### src/rtl/lz77_pkg.sv
// Shared LZ77 constants, field widths and decoder state encoding.
// Used by both the encoder and decoder sides of the codec.
package lz77_pkg;

  localparam int SEARCH_LEN = 9;
  localparam int LOOK_LEN   = 8;
  localparam int WCHAR      = 8;
  localparam int OFF_W      = 4;
  localparam int LEN_W      = 3;

  localparam logic [WCHAR-1:0] END_SGN = 8'h24;

  typedef enum logic [1:0] {
    IDLE,
    COPY,
    LIT,
    DONE
  } dec_state_t;

endpackage

### src/rtl/lz77_hist_buf.sv
// History shift register: newest char at index 0, clamped indexed read, resets to INIT.
// Read is combinational from registers; a same-cycle push and read returns the pre-push value.
module lz77_hist_buf
  import lz77_pkg::*;
#(
  parameter int               DEPTH = 9,
  parameter int               W     = 8,
  parameter logic [W-1:0]     INIT  = 8'h24
) (
  input  logic             clk,
  input  logic             reset,
  input  logic             push,
  input  logic [W-1:0]     push_dat,
  input  logic [OFF_W-1:0] rd_idx,
  output logic [W-1:0]     rd_dat
);

  localparam logic [OFF_W-1:0] MAX_IDX = OFF_W'(DEPTH - 1);

  logic [W-1:0]     hist [DEPTH];
  logic [OFF_W-1:0] idx_c;

  // Out-of-range offsets read the oldest entry rather than garbage.
  always_comb begin
    idx_c  = (rd_idx > MAX_IDX) ? MAX_IDX : rd_idx;
    rd_dat = hist[idx_c];
  end

  always_ff @(posedge clk or negedge reset) begin
    if (!reset) begin
      for (int k = 0; k < DEPTH; k++) hist[k] <= INIT;
    end else if (push) begin
      hist[0] <= push_dat;
      for (int k = 1; k < DEPTH; k++) hist[k] <= hist[k-1];
    end
  end

endmodule

### src/rtl/lz77_decoder.sv
// Streaming LZ77 decoder: (offset, match_len, char_nxt) in, one char per cycle out, first char the cycle after accept.
// Backpressure: code_ready only in IDLE or a non-terminal LIT cycle, so back-to-back codewords stream with no bubbles.
module lz77_decoder
  import lz77_pkg::*;
#(
  parameter int                 SEARCH_LEN = 9,
  parameter int                 WCHAR      = 8,
  parameter logic [WCHAR-1:0]   END_SGN    = 8'h24
) (
  input  logic             clk,
  input  logic             reset,
  input  logic             code_valid,
  output logic             code_ready,
  input  logic [OFF_W-1:0] offset,
  input  logic [LEN_W-1:0] match_len,
  input  logic [WCHAR-1:0] char_nxt,
  output logic             out_valid,
  output logic [WCHAR-1:0] char_out,
  output logic             finish,
  output logic             encode
);

  dec_state_t       state;
  logic [OFF_W-1:0] off_q;
  logic [LEN_W-1:0] rem_q;
  logic [WCHAR-1:0] lit_q;
  logic [WCHAR-1:0] hist_rd;
  logic             accept;

  // Ready is a decode of registered state only; reset forces it low.
  assign code_ready = reset & ((state == IDLE) | ((state == LIT) & (lit_q != END_SGN)));
  assign accept     = code_valid & code_ready;
  assign out_valid  = (state == COPY) | (state == LIT);
  assign finish     = (state == DONE);
  assign encode     = 1'b0;

  always_comb begin
    char_out = '0;
    if (state == COPY)     char_out = hist_rd;
    else if (state == LIT) char_out = lit_q;
  end

  lz77_hist_buf #(
    .DEPTH (SEARCH_LEN),
    .W     (WCHAR),
    .INIT  (END_SGN)
  ) u_hist (
    .clk      (clk),
    .reset    (reset),
    .push     (out_valid),
    .push_dat (char_out),
    .rd_idx   (off_q),
    .rd_dat   (hist_rd)
  );

  // off_q stays fixed through COPY: the push moves the match along under it.
  always_ff @(posedge clk or negedge reset) begin
    if (!reset) begin
      state <= IDLE;
      off_q <= '0;
      rem_q <= '0;
      lit_q <= '0;
    end else begin
      case (state)
        IDLE, LIT: begin
          if (state == LIT && lit_q == END_SGN) begin
            state <= DONE;
          end else if (accept) begin
            off_q <= offset;
            rem_q <= match_len;
            lit_q <= char_nxt;
            state <= (match_len != '0) ? COPY : LIT;
          end else begin
            state <= IDLE;
          end
        end
        COPY: begin
          rem_q <= rem_q - 1'b1;
          if (rem_q == LEN_W'(1)) state <= LIT;
        end
        DONE:    state <= DONE;
        default: state <= IDLE;
      endcase
    end
  end

endmodule

### config.mk
export PLATFORM = sky130hd
export DESIGN_NAME = lz77_decoder
export DESIGN_NICKNAME = d
export VERILOG_FILES = /design/src/rtl/lz77_pkg.sv /design/src/rtl/lz77_hist_buf.sv /design/src/rtl/lz77_decoder.sv
export SDC_FILE = /design/constraint.sdc
export NUM_CORES = 1
export LEC_CHECK = 0
export ABC_AREA = 1
export ABC_CLOCK_PERIOD_IN_PS = 1900
export BUFFER_PORTS_ARGS = -buffer_cell sky130_fd_sc_hd__buf_2
export CAP_MARGIN = 10
export CELL_PAD_IN_SITES_DETAIL_PLACEMENT = 2
export CELL_PAD_IN_SITES_GLOBAL_PLACEMENT = 2
export CORE_ASPECT_RATIO = 2
export CORE_MARGIN = 10
export CORE_UTILIZATION = 35
export CTS_CLUSTER_SIZE = 25
export DETAILED_ROUTE_END_ITERATION = 6
export PLACE_DENSITY_LB_ADDON = 0.1
export SLEW_MARGIN = 20
export SYNTH_ARGS = -nofsm -noshare
export SYNTH_HDL_FRONTEND = slang
export SYNTH_SLANG_ARGS = --single-unit
export TNS_END_PERCENT = 100
### constraint.sdc
create_clock -name clk -period 1.9 [get_ports clk]
set_input_delay 0.285 -clock clk [delete_from_list [all_inputs] [get_ports clk]]
set_output_delay 0.285 -clock clk [all_outputs]
set_load 0.01 [all_outputs]
==> results.tsv, run 1 <==
stage	metric	value	unit
cells_and_area	Synth-to-Final Area Change	31.7	%
route	DR pass1 iterations	7	
cells_and_area	commonest non-fill, non-tap cells in the layout	nand2_1, inv_1, o21ai_0	
global_routing	Overflow after GRT	0	
clock_network	Clock Pin Slew Worst Setup and Hold Paths	70	ps
die	die width	101	um
timing	Worst Hold Slack	48.1	ps
placement	routability cong.	0.835	
setup_path	CP max FO	8	
synthesis	syn_nets	640	
clock_network	CTS tree	built	
run_status	status	finished with violations	
timing	Fmax	456	MHz
timing	RSZ-0062 raised after global routing	yes	
timing	crit path time final	2190	ps
setup_path	startpoint types	flop	
synthesis	Syn. warnings	0	
die	die height	182	um
clock_network	clk sinks	89	
timing	Final Max Slew Viols	0	
timing	Slew HR	66.5	%
setup_path	Critical path buffers and inverters	3	
run	max-cap violations	0	
global_routing	number of global-route vias before repair	4889	
placement	Detail Placement HPWL	10300	um
cells_and_area	most common cell after layout, fill and taps aside	nand2_1	
power	Clock power frac	17.0	%
timing	fin worst setup slack	-293	ps
placement	post-placement setup slack	-426	ps
die	row count	59	
timing	Total Neg Setup Slack	-2160	ps
clock_network	Clock Latency Late Sink	350	ps
power	Pint	6.18	mW
setup_path	Max stage delay cell, worst path	dfrtp_2	
synthesis	sequential fraction of the synthesis area	49.3	%
power	LEAKAGE	2.84	nW
cells_and_area	layout cell share with drive strength beyond 1	29.0	%
route	Final ANT Viol Nets	0	
synthesis	number of synthesized register bits	89	
setup_path	CP most frequent cell	nand2_1	
timing	Final Cycle Share	115	%
setup_path	Critical Path Source	off_q[2]$_DFFE_PN0P_	
setup_path	worst path required time	1620	ps
power	Psw	5.43	mW
route	WL final	17200	um
setup_path	crit-path max cell delay	440	ps
synthesis	Post-Syn Instances	616	
setup_path	delay-heaviest family, CP	simple AND/OR/NAND/NOR gates	
setup_path	cell breakdown of the critical path	nor2_1, nand2_1, nand2_1, nand2_2, buf_4, nand2_1, nand3_2, nand2_2, inv_2, buf_6	
die	I/O Pins	30	
cells_and_area	antenna cells	0	
run_status	failing checks	design-rule violations, negative setup slack	
setup_path	CP arrival	1910	ps
synthesis	Netlist cell types	24	
route	post-DR wirelength/cell	20.9	um
global_routing	initial antenna violation count	0	
global_routing	largest net degree at the start of global routing	90	
die	Initial Utilization	35.4	%
route	initial drt markers	132	
power	Pwr per Cell Area	1930	nW/um^2
power	logic gate share of total power	56.0	%
clock_network	Root Buffer	clkbuf_16	
timing	Worst Max-Slew Pin Slew	503	ps
route	vias per cell	5.29	
clock_network	CTS buffer count	9	
synthesis	Netlist Area Pre-Place	4570	sq um
route	remaining routing DRC violations	2	
timing	final hold vios	0	
route	Vias	4350	
synthesis	syn_area_per_cell	7.41	sq um
timing	clk_skew	8.39	ps
setup_path	RR Startpoint	state[0]$_DFFE_PN0P_	
timing	setup violators final	9	
die	Core ar.	12900	sq um
power	Net Sw Frac	46.8	%
worst_hold_path	worst hold path type	primary input to asynchronous set/reset pin	
die	DIE AREA	18300	sq um
clock_network	Bufs on Longest Clock Path	2	
global_routing	first-pass GRT wire length	26500	um
setup_path	R2R setup slack	90	ps
power	IR drop worst, VDD	1200	uV
cells_and_area	Layout Nets	690	
setup_path	Crit Path Class	flop to primary output	
clock_network	CTS HTree Levels	3	
cells_and_area	Finished Core Util	46.6	%
power	Flop pwr share	27.0	%
setup_path	Worst setup EP type	primary output	
global_routing	GRT Overall Usage	18.4	%
placement	I/O Buffers	28	
-- power by group through the flow --
stage / registers, mW / clock network, mW / logic (mW)
floorplan: 2.96 / 0 / 3.07
global placement: 3.04 / 0 / 4.76
detailed placement: 3.09 / 0 / 4.96
CTS: 3.08 / 1.97 / 5.92
global route: 3.23 / 2.05 / 7.19
finish: 3.13 / 1.97 / 6.51
-- layout make-up --
cell class / instances / area, sq um
multi-input cells: 403 / 2200
repair buffers: 70 / 698
flip-flops and latches: 89 / 2250
inverters: 93 / 359
well taps: 152 / 190
fillers: 1441 / 6900
clock buffers: 10 / 229
clock inverters: 5 / 81.3
-- per-layer routing --
metal / wire, um / global-route usage [%] / vias to the layer above / part of all wire (%)
li1: - / - / 2019 / -
met1: 6560 / 20.7 / 2224 / 38
met2: 9650 / 33.7 / 73 / 56
met3: 444 / 2.51 / 34 / 2.6
met4: 544 / 6.19 / 0 / 3.2
met5: 0 / 0 / - / 0
-- timing repair --
action                                  in CTS  in global routing
gates resized for setup                     74                 54
hold buffers                                 0                  0
buffers inserted                             7                  3
gates cloned                                 3                  0
pin swaps                                   26                 16
endpoints found under the setup margin      21                  9
-- Yosys cell counts (all sizes together) --
| cell | instances | share of area [%] |
|---|---|---|
| dfstp | 18 | 10 |
| or2 | 1 | 0.14 |
| nor2 | 13 | 1.2 |
| a31oi | 1 | 0.14 |
| o21a | 2 | 0.33 |
| nand4 | 1 | 0.14 |
| dfrtp | 71 | 39 |
| nand3 | 79 | 8.8 |
| conb | 1 | 0.082 |
| ha | 6 | 1.6 |
| clkbuf | 13 | 1.1 |
| inv | 93 | 7.6 |
| buf | 18 | 2.2 |
| nor3 | 1 | 0.11 |
| nand2 | 203 | 17 |
| a21oi | 9 | 0.99 |
| o21ai | 86 | 9.4 |
-- cells by family (layout without fill, tap and decap cells) --
| logic type | after synthesis | count (layout) | share of synthesized area [%] |
|---|---|---|---|
| DFF | 89 | 89 | 49.3 |
| other | 1 | 1 | 0.0821 |
| buffers and inverters | 124 | 178 | 11.0 |
| adders and majority gates | 6 | 6 | 1.64 |
| AOI/OAI and AO/OA | 98 | 98 | 10.9 |
| and+or+nand+nor | 298 | 298 | 27.2 |
-- flip-flops by register name (all words and copies together), names as in the netlist --
name         cells
rem_q            3
state            2
u_hist.hist     72
lit_q            8
off_q            4
-- metrics by stage --
| stage | cells | power (mW) | instance area, sq um |
|---|---|---|---|
| after global placement | 796 | 7.80 | 5080 |
| after floorplan | 616 | 6.03 | 4570 |
| final | 822 | 11.6 | 6020 |
| after global routing | 822 | 12.5 | 6020 |
| after detailed placement | 796 | 8.06 | 5080 |
| after CTS | 819 | 11.0 | 5760 |
-- path summary, 6_finish.rpt --
path | end | cells past startpoint
hold reg to reg | u_hist.hist[37]$_DFFE_PN1P_ | 2
hold / removal | u_hist.hist[47]$_DFFE_PN0P_ | 2
max in group asynchronous | off_q[2]$_DFFE_PN0P_ | 2
setup / recovery | char_out[2] | 10
min in group clk | off_q[1]$_DFFE_PN0P_ | 3
setup reg to reg | rem_q[0]$_DFFE_PN0P_ | 11
Power figures use the tool's default switching activity.
==> run 2, diff against run 1 <==
ABC_CLOCK_PERIOD_IN_PS = 2600   (was 1900)
CORE_UTILIZATION = 38   (was 35)
clock period = 2.6 ns   (was 1.9 ns; I/O delays follow)
==> results.tsv, run 2 (synthesis results as in run 1) <==
stage	metric	value	unit	change
cells_and_area	Finished Core Util	44.5	%	was 46.6%
clock_network	Clock Latency Late Sink	340	ps	was 350 ps
setup_path	CP arrival	2080	ps	was 1910 ps
die	DIE AREA	17100	sq um	was 18300 sq um
power	Design Power	7.07	mW	was 11.6 mW
setup_path	CP max FO	16		was 8
global_routing	busiest grt layer	met2		unchanged
clock_network	Hold Buf Count CTS	0		unchanged
route	initial drt markers	163		was 132
cells_and_area	biggest regs	u_hist.hist x72, lit_q x8, off_q x4		unchanged
timing	Final Cycle Share	94.9	%	
route	vias per cell	5.20		was 5.29
global_routing	M2 GR Usage	33.7	%	about the same
timing	RSZ-0062 raised after global routing	yes		unchanged
clock_network	CTS buffer count	9		unchanged
cells_and_area	Fillers	1416		was 1441
cells_and_area	most common cell after layout, fill and taps aside	nand2_1		unchanged
cells_and_area	non-filler cells, final	788		was 822
setup_path	Worst setup EP type	primary output		unchanged
route	DR pass1 iterations	4		was 7
timing	setup violators final	0		was 9
timing	fin worst setup slack	134	ps	was -293 ps
clock_network	Root Buffer	clkbuf_16		unchanged
global_routing	GRT Overall Usage	17.7	%	was 18.4%
die	Initial Utilization	38.8	%	was 35.4%
global_routing	largest net degree at the start of global routing	121		was 90
setup_path	worst path required time	2210	ps	was 1620 ps
clock_network	CTS tree	built		unchanged
timing	crit path time final	2470	ps	
die	die height	175	um	was 182 um
global_routing	initial antenna violation count	0		unchanged
global_routing	Overflow after GRT	0		unchanged
cells_and_area	max reg flops	72		unchanged
route	WL final	14700	um	was 17200 um
clock_network	clk sinks	89		unchanged
die	row count	56		was 59
run_status	status	finished clean		was finished with violations
cells_and_area	layout cell share with drive strength beyond 1	13.5	%	was 29.0%
timing	Slew HR	48.0	%	was 66.5%
route	Vias	4097		was 4350
power	Pwr per Cell Area	1350	nW/um^2	was 1930 nW/um^2
global_routing	first-pass GRT wire length	24600	um	was 26500 um
setup_path	worst r2r dst	lit_q[6]$_DFFE_PN0P_		was rem_q[0]$_DFFE_PN0P_
worst_hold_path	worst hold path type	primary input to asynchronous set/reset pin		unchanged
placement	dpl cells	769		was 796
cells_and_area	Synth-to-Final Area Change	14.8	%	was 31.7%
cells_and_area	Reg with most FFs	u_hist.hist		unchanged
global_routing	number of global-route vias before repair	4731		was 4889
timing	Final Max Slew Viols	0		unchanged
setup_path	startpoint types	flop		unchanged
route	remaining routing DRC violations	0		was 2
clock_network	CTS HTree Levels	3		unchanged
timing	clk_skew	5.05	ps	was 8.39 ps
power	IR drop worst, VDD	1380	uV	was 1200 uV
power	LEAKAGE	2.61	nW	was 2.84 nW
timing	Fmax	405	MHz	
global_routing	GR met3 Demand/Resource	2.49	%	was 2.51%
placement	Detail Placement HPWL	10100	um	was 10300 um
setup_path	Crit Path Class	flop to primary output		unchanged
die	die width	97.5	um	was 101 um
placement	routability cong.	0.773		was 0.835
clock_network	Clock Pin Slew Worst Setup and Hold Paths	60	ps	was 70 ps
timing	Worst Max-Slew Pin Slew	779	ps	was 503 ps
cells_and_area	Layout Nets	662		was 690
die	Core ar.	11800	sq um	was 12900 sq um
cells_and_area	antenna cells	0		unchanged
setup_path	R2R setup slack	400	ps	was 90 ps
route	post-DR wirelength/cell	18.7	um	was 20.9 um
setup_path	RR Startpoint	state[0]$_DFFE_PN0P_		unchanged
run	max-cap violations	0		unchanged
cells_and_area	commonest non-fill, non-tap cells in the layout	nand2_1, inv_1, o21ai_0		unchanged
setup_path	Reg2Reg Depth	8		was 11
clock_network	Bufs on Longest Clock Path	2		unchanged
die	I/O Pins	30		unchanged
timing	final hold vios	0		unchanged
global_routing	met1 usage	18.6	%	was 20.7%
placement	I/O Buffers	28		unchanged
timing	Total Neg Setup Slack	0	ps	was -2160 ps
placement	post-placement setup slack	223	ps	was -426 ps
route	Final ANT Viol Nets	0		unchanged
[run 2: cell types whose count changed in the layout (fill, tap and decap cells not counted), sizes merged]
cell,change
buf,-27
clkinv,-2
clkinvlp,+2
[run 2: cell type report]
cell class / instances / area (sq um) / area share [%]
Tap cell: 145 / 181 / 3.46
Timing Repair Buffer: 41 / 265 / 5.06
Multi-Input combinational cell: 403 / 1850 / 35.3
Timing Repair inverter: 1 / 7.51 / 0.143
Sequential cell: 89 / 2250 / 42.9
Clock inverter: 4 / 75.1 / 1.43
Clock buffer: 12 / 256 / 4.89
Inverter: 93 / 357 / 6.80
[run 2: repair_timing]
action                     in CTS  in global routing
buffers inserted                1                  1
gates resized for setup         3                  5
hold endpoints to repair        0                  0
cloned                          1                  0
setup endpoints to repair       8                  7
[run 2: power breakdown]
group | internal, mW | leakage, nW | total (mW) | switching [mW]
registers | 1.95 | 1.12 | 2.25 | 0.304
clock network | 0.896 | 0.155 | 1.46 | 0.565
logic | 0.986 | 1.33 | 3.35 | 2.37
[run 2: worst max-delay path by stage]
stage | startpoint | to | slack, ps | cells after the start
final | off_q[3]$_DFFE_PN0P_ | char_out[3] | 130 | 10
after global routing | off_q[0]$_DFFE_PN0P_ | char_out[6] | -10 | 10
after detailed placement | state[1]$_DFFE_PN0P_ | char_out[0] | 220 | 7
after floorplan | state[0]$_DFFE_PN0P_ | char_out[0] | 920 | 7
after global placement | off_q[3]$_DFFE_PN0P_ | char_out[4] | 370 | 10
after CTS | state[1]$_DFFE_PN0P_ | char_out[6] | 40 | 9
[run 2: stage by stage]
stage               instance area [sq um]  hold slack, ps
floorplan                            4570            94.4
global placement                     4860             459
detailed placement                   4860             473
CTS                                  5220             162
global route                         5240             186
finish                               5240             151
[run 2: worst max-delay path, stage by stage, from the launching register on]
cell	delay, ps
dfrtp_1	390
buf_4	200
nor2_2	110
buf_4	260
nand3_1	170
nand2_1	120
nand2_1	60
nand3_1	160
nand2_1	80
inv_1	50
buf_2	120
[run 2: routing by layer]
layer	share of wire (%)	wire (um)	vias up
li1	-	-	1962
met1	40	5900	2070
met2	56	8230	45
met3	1.9	278	20
met4	2.1	310	0
met5	0	0	-
==> run 3, diff against run 2 <==
CORE_ASPECT_RATIO = 0.5   (was 2)
==> results.tsv, run 3 (synthesis results as in run 1) <==
stage	metric	value	unit	change
worst_hold_path	WHS Endpoint	lit_q[5]$_DFFE_PN0P_		
cells_and_area	Reg with most FFs	u_hist.hist		unchanged
timing	Fmax	407	MHz	was 405 MHz
placement	post-placement setup slack	223	ps	about the same
timing	Worst Max-Slew Pin Slew	792	ps	was 779 ps
cells_and_area	biggest regs	u_hist.hist x72, lit_q x8, off_q x4		unchanged
placement	Placed Instance Area	4880	sq um	was 4860 sq um
power	logic gate share of total power	49.7	%	was 47.4%
die	row count	28		was 56
worst_hold_path	Worst Hold Depth	3		
cells_and_area	Finished Core Util	44.5	%	about the same
clock_network	CTS HTree Levels	3		unchanged
power	Net Sw Frac	48.1	%	was 45.8%
power	IR drop worst, VDD	736	uV	was 1380 uV
die	die width	175	um	was 97.5 um
global_routing	met1 usage	25.3	%	was 18.6%
worst_hold_path	HP Start	char_nxt[5]		
setup_path	Reg2Reg Depth	5		was 8
timing	final hold vios	0		unchanged
clock_network	Root Buffer	clkbuf_16		unchanged
global_routing	GR met3 Demand/Resource	4.11	%	was 2.49%
die	DIE AREA	17100	sq um	unchanged
route	vias per cell	5.05		was 5.20
route	WL final	14900	um	was 14700 um
route	Vias	4097		unchanged
global_routing	largest net degree at the start of global routing	55		was 121
route	remaining routing DRC violations	0		unchanged
global_routing	number of global-route vias before repair	4538		was 4731
die	I/O Pins	30		unchanged
power	LEAKAGE	2.59	nW	was 2.61 nW
cells_and_area	area of the multi-input gates	1850	sq um	about the same
setup_path	worst path required time	2210	ps	about the same
power	Flop pwr share	32.5	%	was 31.9%
timing	fin worst setup slack	145	ps	was 134 ps
setup_path	CP arrival	2070	ps	was 2080 ps
placement	I/O Buffers	28		unchanged
run	max-cap violations	0		unchanged
placement	Detail Placement HPWL	10100	um	about the same
setup_path	R2R setup slack	370	ps	was 400 ps
clock_network	Clock Pin Slew Worst Setup and Hold Paths	70	ps	was 60 ps
placement	routability cong.	0.776		was 0.773
cells_and_area	design area	5240	sq um	about the same
clock_network	clk sinks	89		unchanged
die	die height	97.5	um	was 175 um
route	post-DR wirelength/cell	18.4	um	was 18.7 um
route	DR pass1 iterations	4		unchanged
timing	clk_skew	9.73	ps	was 5.05 ps
power	Design Power	6.98	mW	was 7.07 mW
global_routing	Overflow after GRT	0		unchanged
setup_path	RR Startpoint	state[0]$_DFFE_PN0P_		unchanged
setup_path	worst r2r dst	u_hist.hist[1]$_DFFE_PN0P_		was lit_q[6]$_DFFE_PN0P_
timing	Total Neg Setup Slack	0	ps	unchanged
clock_network	Bufs on Longest Clock Path	2		unchanged
power	Clock power frac	17.8	%	was 20.7%
cells_and_area	antenna cells	0		unchanged
clock_network	CTS buffer count	9		unchanged
global_routing	busiest grt layer	met2		unchanged
cells_and_area	Fillers	1437		was 1416
timing	Final Max Slew Viols	0		unchanged
timing	setup violators final	0		unchanged
cells_and_area	commonest non-fill, non-tap cells in the layout	nand2_1, inv_1, o21ai_0		unchanged
power	Pwr per Cell Area	1330	nW/um^2	was 1350 nW/um^2
die	Core ar.	11800	sq um	unchanged
timing	Slew HR	47.1	%	was 48.0%
timing	crit path time final	2460	ps	was 2470 ps
clock_network	Clock Latency Late Sink	350	ps	was 340 ps
die	Initial Utilization	38.8	%	unchanged
run_status	status	finished clean		unchanged
setup_path	CP max FO	8		was 16
worst_hold_path	worst hold path type	primary input to flop		was primary input to asynchronous set/reset pin
global_routing	GRT Overall Usage	18.0	%	was 17.7%
global_routing	first-pass GRT wire length	24800	um	was 24600 um
route	initial drt markers	255		was 163
setup_path	Crit Path Class	flop to primary output		unchanged
cells_and_area	max reg flops	72		unchanged
power	Pint	3.62	mW	was 3.83 mW
global_routing	initial antenna violation count	0		unchanged
cells_and_area	most common cell after layout, fill and taps aside	nand2_1		unchanged
setup_path	Worst setup EP type	primary output		unchanged
route	Final ANT Viol Nets	0		unchanged
cells_and_area	Synth-to-Final Area Change	14.7	%	was 14.8%
cells_and_area	Layout Nets	666		was 662
setup_path	startpoint types	flop		unchanged
global_routing	M2 GR Usage	27.4	%	was 33.7%
power	Psw	3.35	mW	was 3.24 mW
clock_network	CTS tree	built		unchanged
timing	RSZ-0062 raised after global routing	yes		unchanged
cells_and_area	layout cell share with drive strength beyond 1	14.1	%	was 13.5%
timing	Final Cycle Share	94.4	%	was 94.9%
cells_and_area	Sequential Area	2250	sq um	about the same
[run 3: cell count changes in the layout (fill, tap and decap cells not counted), moves of 2 or more]
cell,delta
bufinv_16,-2
clkbuf_8,-2
buf_6,+2
clkinv_4,+2
o21ai_1,+2
o21ai_0,-3
[run 3: per-layer routing]
layer | up-vias | share of wire [%]
met5 | - | 0
met4 | 0 | 0.78
met3 | 8 | 3.5
met2 | 65 | 44
met1 | 2058 | 52
li1 | 1966 | -
[run 3: stage by stage]
stage / std cells / hold WS, ps
floorplan: 616 / 94.4
global placement: 790 / 290
detailed placement: 790 / 291
CTS: 809 / 240
global route: 812 / 255
finish: 812 / 244
[run 3: critical path, cell delays in order (launching register included)]
cell,delay (ps)
dfrtp_2,470
buf_4,170
nor2_2,120
buf_4,210
nand2_1,70
nand3_1,70
nand2_1,70
nand2_1,80
nand3_1,160
nand2_1,130
inv_1,40
buf_2,130
[run 3: what timing repair did]
action	4_1_cts	5_1_grt
endpoints found under the setup margin	8	8
gates cloned	2	0
gates resized for setup	7	8
setup buffers	0	3
endpoints found under the hold margin	14	0
hold buffers	1	0
[run 3: power by group through the flow]
stage               Combinational [mW]  Clock (mW)  Sequential (mW)
finish                            3.47        1.24             2.27
global placement                  3.14           0             2.26
global route                      3.95        1.33             2.34
CTS                               3.39        1.26             2.28
floorplan                         2.24           0             2.16
detailed placement                3.29           0             2.30
[run 3: area by class of cell]
| cell class | count | share of cell area (%) |
|---|---|---|
| Multi-Input combinational cell | 403 | 35.3 |
| Timing Repair Buffer | 44 | 5.45 |
| Tap cell | 165 | 3.94 |
| Clock buffer | 11 | 4.44 |
| Timing Repair inverter | 2 | 0.287 |
| Sequential cell | 89 | 43.0 |
| Inverter | 93 | 6.81 |
| Clock inverter | 5 | 0.788 |
[run 3: how the worst max path moves through the flow]
stage | startpoint | to | slack [ps] | cells after the start
finish | off_q[3]$_DFFE_PN0P_ | char_out[0] | 140 | 11
global route | state[1]$_DFFE_PN0P_ | char_out[2] | -0.7 | 8
CTS | off_q[3]$_DFFE_PN0P_ | char_out[6] | 30 | 11
detailed placement | state[1]$_DFFE_PN0P_ | char_out[6] | 220 | 7
global placement | state[1]$_DFFE_PN0P_ | char_out[6] | 320 | 7
floorplan | state[0]$_DFFE_PN0P_ | char_out[0] | 920 | 7
